File: src/rtl/seg_key_pkg.sv
`default_nettype none
// ============================================================================
//  Module   : seg_key_pkg
//  Purpose  : Shared constants, capture FSM state type and seven-segment glyph
//             table for the key history display block.
//  Ports    : none (package)
//  Revision : 1.0  initial release
// ============================================================================
package seg_key_pkg;

   localparam logic [3:0] KEY_NONE   = 4'd12;
   localparam logic [3:0] HIST_BLANK = 4'hF;
   localparam int         NUM_DIGITS = 4;

   typedef enum logic [1:0] {
      IDLE = 2'd0,
      QUAL = 2'd1,
      HELD = 2'd2
   } cap_state_e;

   // Active-low patterns, bit 0 = segment a ... bit 6 = segment g.
   // Packed so that GLYPH_TABLE[code] selects the entry for that code;
   // entries are listed from code 15 down to code 0.
   localparam logic [15:0][6:0] GLYPH_TABLE = {
      7'h7F,  // 15 blank
      7'h7F,  // 14 blank
      7'h7F,  // 13 blank
      7'h7F,  // 12 blank (no key)
      7'h07,  // 11 t
      7'h2F,  // 10 r
      7'h0E,  //  9 F
      7'h06,  //  8 E (Enter)
      7'h77,  //  7 Down
      7'h4F,  //  6 Left
      7'h79,  //  5 Right
      7'h7E,  //  4 Up
      7'h21,  //  3 d
      7'h12,  //  2 S
      7'h08,  //  1 A
      7'h41   //  0 W
   };

endpackage : seg_key_pkg
`default_nettype wire

File: src/rtl/seg_glyph_decode.sv
`default_nettype none
// ============================================================================
//  Module   : seg_glyph_decode
//  Purpose  : Combinational 4-bit key/history code to active-low seven-segment
//             pattern lookup.
//  Ports    : code - 4-bit history entry code
//             seg  - 7-bit active-low segments (seg[0]=a .. seg[6]=g)
//  Revision : 1.0  initial release
// ============================================================================
module seg_glyph_decode
   import seg_key_pkg::*;
(
   input  logic [3:0] code,
   output logic [6:0] seg
);

   assign seg = GLYPH_TABLE[code];

endmodule : seg_glyph_decode
`default_nettype wire

File: src/rtl/seg_key_history_ctrl.sv
`default_nettype none
// ============================================================================
//  Module   : seg_key_history_ctrl
//  Purpose  : Qualifies key presses from the keyboard decoder, keeps a 4-deep
//             history of accepted keys and scans it onto a 4-digit seven-
//             segment display.
//  Ports    : clk           - system clock
//             rst           - synchronous active-high reset
//             key_code      - decoded key code, 12..15 = no key
//             clear         - one-cycle pulse, empties the history
//             an            - digit anodes, active-low, an[0] rightmost
//             seg           - segments, active-low, seg[0]=a .. seg[6]=g
//             dp            - decimal point, active-low (marks newest entry)
//             new_key       - one-cycle pulse after a key is accepted
//             history_count - number of valid entries, 0..4
//  Revision : 1.0  initial release
// ============================================================================
module seg_key_history_ctrl
   import seg_key_pkg::*;
#(
   parameter int REFRESH_DIV   = 100000,
   parameter int STABLE_CYCLES = 4
) (
   input  logic       clk,
   input  logic       rst,
   input  logic [3:0] key_code,
   input  logic       clear,
   output logic [3:0] an,
   output logic [6:0] seg,
   output logic       dp,
   output logic       new_key,
   output logic [2:0] history_count
);

   localparam int CNT_W = (STABLE_CYCLES < 2) ? 1 : $clog2(STABLE_CYCLES + 1);
   localparam int REF_W = (REFRESH_DIV < 2) ? 1 : $clog2(REFRESH_DIV);

   localparam logic [CNT_W-1:0] c_cnt_target = CNT_W'(STABLE_CYCLES);
   localparam logic [REF_W-1:0] c_ref_last   = REF_W'(REFRESH_DIV - 1);

   // ------------------------------------------------------------------
   // Capture FSM
   // ------------------------------------------------------------------
   cap_state_e       r_state, w_state_nxt;
   logic [3:0]       r_cand,  w_cand_nxt;
   logic [CNT_W-1:0] r_cnt,   w_cnt_nxt;
   logic [CNT_W-1:0] w_cnt_inc;
   logic             w_valid;
   logic             w_accept;

   assign w_valid   = (key_code < KEY_NONE);
   assign w_cnt_inc = r_cnt + CNT_W'(1);

   // State register
   always_ff @(posedge clk) begin
      if (rst) begin
         r_state <= IDLE;
         r_cand  <= HIST_BLANK;
         r_cnt   <= '0;
      end else begin
         r_state <= w_state_nxt;
         r_cand  <= w_cand_nxt;
         r_cnt   <= w_cnt_nxt;
      end
   end

   // Next-state logic
   always_comb begin
      w_state_nxt = r_state;
      w_cand_nxt  = r_cand;
      w_cnt_nxt   = r_cnt;
      case (r_state)
         IDLE: begin
            if (w_valid) begin
               w_cand_nxt  = key_code;
               w_cnt_nxt   = CNT_W'(1);
               w_state_nxt = (STABLE_CYCLES <= 1) ? HELD : QUAL;
            end
         end
         QUAL: begin
            if (key_code == r_cand) begin
               w_cnt_nxt = w_cnt_inc;
               if (w_cnt_inc == c_cnt_target) begin
                  w_state_nxt = HELD;
               end
            end else if (w_valid) begin
               // A different key restarts qualification on the new code.
               w_cand_nxt = key_code;
               w_cnt_nxt  = CNT_W'(1);
            end else begin
               w_cnt_nxt   = '0;
               w_state_nxt = IDLE;
            end
         end
         HELD: begin
            // Only a release re-arms capture; code changes are ignored here.
            if (!w_valid) begin
               w_cnt_nxt   = '0;
               w_state_nxt = IDLE;
            end
         end
         default: begin
            w_cnt_nxt   = '0;
            w_state_nxt = IDLE;
         end
      endcase
   end

   // Output logic: accept strobe for the history shifter
   always_comb begin
      w_accept = 1'b0;
      case (r_state)
         IDLE:    w_accept = w_valid && (STABLE_CYCLES <= 1);
         QUAL:    w_accept = (key_code == r_cand) && (w_cnt_inc == c_cnt_target);
         default: w_accept = 1'b0;
      endcase
   end

   // ------------------------------------------------------------------
   // History shift register
   // ------------------------------------------------------------------
   logic [3:0] r_hist [NUM_DIGITS];

   // On accept key_code equals the candidate (or is the first sample when a
   // single stable cycle suffices), so it is pushed directly.
   always_ff @(posedge clk) begin
      if (rst || clear) begin
         for (int i = 0; i < NUM_DIGITS; i++) begin
            r_hist[i] <= HIST_BLANK;
         end
         history_count <= 3'd0;
         new_key       <= 1'b0;
      end else if (w_accept) begin
         for (int i = NUM_DIGITS - 1; i > 0; i--) begin
            r_hist[i] <= r_hist[i-1];
         end
         r_hist[0] <= key_code;
         if (history_count < 3'(NUM_DIGITS)) begin
            history_count <= history_count + 3'd1;
         end
         new_key <= 1'b1;
      end else begin
         new_key <= 1'b0;
      end
   end

   // ------------------------------------------------------------------
   // Display scan
   // ------------------------------------------------------------------
   logic [REF_W-1:0] r_refresh;
   logic [1:0]       r_idx;
   logic [6:0]       w_glyph;

   always_ff @(posedge clk) begin
      if (rst) begin
         r_refresh <= '0;
         r_idx     <= 2'd0;
      end else if (r_refresh == c_ref_last) begin
         r_refresh <= '0;
         r_idx     <= r_idx + 2'd1;
      end else begin
         r_refresh <= r_refresh + REF_W'(1);
      end
   end

   seg_glyph_decode u_glyph (
      .code (r_hist[r_idx]),
      .seg  (w_glyph)
   );

   // Registered drive of the display pins from the current scan index.
   always_ff @(posedge clk) begin
      if (rst) begin
         an  <= 4'hF;
         seg <= 7'h7F;
         dp  <= 1'b1;
      end else begin
         an  <= ~(4'b0001 << r_idx);
         seg <= w_glyph;
         dp  <= ~((r_idx == 2'd0) && (history_count != 3'd0));
      end
   end

endmodule : seg_key_history_ctrl
`default_nettype wire

File: config.mk
export PLATFORM = sky130hd
export DESIGN_NAME = seg_key_history_ctrl
export DESIGN_NICKNAME = d
export VERILOG_FILES = /design/src/rtl/seg_key_pkg.sv /design/src/rtl/seg_glyph_decode.sv /design/src/rtl/seg_key_history_ctrl.sv
export SDC_FILE = /design/constraint.sdc
export NUM_CORES = 1
export LEC_CHECK = 0
export CAP_MARGIN = 15
export CORE_MARGIN = 1.5
export CORE_UTILIZATION = 57
export DETAILED_ROUTE_END_ITERATION = 16
export PLACE_DENSITY = 0.78
export SYNTH_ARGS = -nofsm -noshare
export SYNTH_HDL_FRONTEND = slang
export SYNTH_SLANG_ARGS = --single-unit
File: constraint.sdc
create_clock -name clk -period 2.6 [get_ports clk]
set_clock_uncertainty 0.2 [all_clocks]
set_input_delay 0.26 -clock clk [delete_from_list [all_inputs] [get_ports clk]]
set_output_delay 0.26 -clock clk [all_outputs]
set_load 0.1 [all_outputs]
==> results of run 1 <==
[placed cells by master (no fill, tap or decap), types with 5 or more instances in the layout]
cell,count
a21oi_1,13
buf_4,20
clkbuf_8,10
clkdlybuf4s50_1,6
dfxtp_1,46
edfxtp_1,16
ha_1,16
inv_1,12
mux2i_1,5
nand2_1,12
nand3_1,9
nand4_1,7
nor2_1,28
nor3_1,6
o21ai_0,6
or2_2,17
xnor2_1,6
xor2_1,11
[stage by stage]
stage               power, mW  hold WS, ns  worst slack, ns
floorplan               1.100       0.2175           0.4523
global placement        1.130       0.2286           0.2674
detailed placement      1.132       0.2481           0.2385
CTS                     1.848       0.2618           0.3300
global route            1.899       0.2754           0.2356
finish                  1.834       0.2510           0.3474
[final cells by class]
cell class,count,area share [%]
Multi-Input combinational cell,188,41.45
Timing Repair Buffer,27,7.010
Sequential cell,62,42.67
Inverter,12,1.371
Clock buffer,14,4.648
Tap cell,67,2.552
Clock inverter,2,0.3048
[power breakdown]
| part | switching (mW) | internal (mW) |
|---|---|---|
| Sequential | 0.0119 | 1.00 |
| Combinational | 0.0557 | 0.0421 |
| Clock | 0.353 | 0.371 |
| Total | 0.421 | 1.41 |
[state kept, by name, indices dropped and copies added, names as in the netlist, 3 cells and up, named ones only]
signal	flops
an	4
history_count	3
r_cand	4
r_cnt	3
r_hist	16
r_refresh	17
seg	7
[worst min path at each step]
stage,slack [ns],end,startpoint
after CTS,0.26,r_refresh[0],r_refresh[0]
final,0.25,r_refresh[0],r_refresh[0]
after detailed placement,0.25,r_cnt[2],r_cnt[2]
after global placement,0.23,r_refresh[0],r_refresh[0]
after floorplan,0.22,r_refresh[0],r_refresh[0]
after global routing,0.28,r_cnt[2],r_cnt[2]
[layer usage]
metal	vias to the layer above	share of wire, %
met5	-	0
met4	0	1.9
met3	11	2.8
met2	34	51
met1	985	45
li1	1021	-
[cell usage after synthesis (2+ instances only)]
cell	instances	area, µm²
clkbuf_1	7	26.28
nand2_1	12	45.04
nor4_1	4	25.02
nand4_1	7	43.79
or3_1	4	25.02
xor2_1	11	96.34
dfxtp_1	46	920.9
or2_2	17	106.4
a2bb2oi_1	2	17.52
nand3_1	9	45.04
edfxtp_1	16	480.5
mux2_2	2	22.52
buf_2	2	10.01
ha_1	16	200.2
nor2_1	28	105.1
nand2b_1	4	25.02
o21ai_0	6	30.03
a21o_1	4	30.03
a21oi_1	13	65.06
mux2i_1	5	50.05
a211o_1	3	26.28
xnor2_1	6	52.55
and3_1	2	12.51
nor3_1	6	30.03
inv_1	12	45.04
nor2b_1	2	12.51
mux4_2	4	90.09
[logic make-up after synthesis]
family	count (synthesis)	synth area share [%]
AOI/OAI and AO/OA	39	9.510
DFF	62	49.08
and+or+nand+nor	105	20.24
muxes	11	5.697
xor gates and xnor gates	17	5.215
buffers and inverters	22	3.243
adders and majority gates	16	7.011
[worst max-delay path, stage by stage, from the launching register on]
cell,delay (ns)
dfxtp_1,0.50
mux4_2,0.64
inv_1,0.17
ha_1,0.26
nor4_1,0.31
a21oi_1,0.07
==> flow_summary_export.csv, run 1 <==
group,metric,value,unit
cts,hold_buffers,0,
setup_path,worstPathRequired,2.62,ns
timing,setup_viol,0,
cts,clock-sinks,62,
global_routing,grt-ovfl-total,0,
placed_design,hpwlAfterDp,3605,µm
setup_path,rr_worst_depth,5,
cells_and_area,final_core_util,68.63,%
routing,wire_per_inst,14.15,µm
worst_hold_path,holdCritPathClass,"flop to flop",
cts,clk_latency,0.34,ns
routing,dr.pass1.iters,4,
setup_path,r2r_slack,0.35,ns
global_routing,antenna_found_initial,0,
timing,relSlewSlack,66.54,%
cells_and_area,final_nets,323,
cells_and_area,final_cells,372,
setup_path,startpoint_type,"flop",
timing,hold_viol,0,
timing,rsz0062_at_grt,"false",
run,drv_cap,0,
cts,ctsHtreeMaxLevel,3,
cts,path_clk_slew,0.07,ns
setup_path,critPathMaxFanout,6,
timing,period_minus_slack,2.253,ns
synth,avgSynthCellArea,10.50,µm²
cells_and_area,multi_input_area,0.001361,mm²
cts,cts_root_buf,"clkbuf_8",
cells_and_area,antennaDiodeCount,0,
global_routing,use_met2,35.84,%
placed_design,gp_congestion,0.7979,
run_status,status,"complete, no violations",
worst_hold_path,hold_depth,1,
global_routing,grt_use_total,21.73,%
global_routing,grt_pass1_wl,8880,µm
placed_design,post_dp_cell_area,0.003122,mm²
routing,vias,2051,
cells_and_area,layout-drive-gt1-share,20.00,%
global_routing,grt_max_degree,30,
die,rows,25,
die,top_level_ports,23,
cts,numCtsBuffers,9,
cts,cts_tree,"yes",
cts,ctsResizeCount,0,
synth,ys.flop_type,"dfxtp_1",
cts,clockBufferDepth,2,
placed_design,placedCellCount,356,
synth,async_flop_share,0,%
routing,ant_nets,0,
synth,ys_warn_count,0,
die,die_w,73.78,µm
power_and_ir_drop,vdd_ir_drop_max,0.3531,mV
timing,fin_setup_tns,0,ns
cells_and_area,stdcell_area,0.003284,mm²
setup_path,cp-endpoint,"seg[3]",
setup_path,arrival,2.27,ns
die,die_area,0.005443,mm²
global_routing,top_usage_layer,"met2",
synth,synth_cells,272,
synth,ys_seq_elements,62,
synth,netlist_area,0.002855,mm²
global_routing,grt_util_met3,4.938,%
cts,post_cts_buffers,0,
setup_path,end_kind,"flop",
timing,tightest_slew,0.5019,ns
routing,remaining_drc_errors,0,
setup_path,critPathKind,"flop to flop",
die,core_area,0.004786,mm²
cells_and_area,fill_cells,390,
power_and_ir_drop,cellPowerDensity,558.3,mW/mm²
timing,drv_slew,0,
global_routing,use_met1,27.21,%
timing,fmax,443.9,MHz
cells_and_area,regArea,0.001401,mm²
power_and_ir_drop,p_leak,1.184,nW
synth,synth.distinct_cells,49,
global_routing,grt_pass1_vias,1918,
placed_design,io_buffer_count,22,
die,initial_core_util,59.66,%
routing,drt-total-wl,5262,µm
setup_path,crit-reg2reg-capture,"seg[3]",
routing,initialDrtViolationCount,89,
cells_and_area,synthToLayoutAreaGrowth,15.03,%
synth,synth_edf_count,16,
synth,ys_seq_area_share,49.08,%
synth,synth_nets,295,
timing,fin_crit_sh,86.64,%
die,die_h,73.78,µm
routing,vias_per_cell,5.513,
Power figures use the tool's default switching activity.
==> run 2: changes to the inputs <==
--- a/config.mk
+++ b/config.mk
@@ -8,6 +8,7 @@
 export CAP_MARGIN = 15
 export CORE_MARGIN = 1.5
 export CORE_UTILIZATION = 57
+export CTS_CLUSTER_DIAMETER = 200
 export DETAILED_ROUTE_END_ITERATION = 16
 export PLACE_DENSITY = 0.78
 export SYNTH_ARGS = -nofsm -noshare
==> results of run 2 <==
No change in the layout: final DEF, timing and power equal those of run 1.
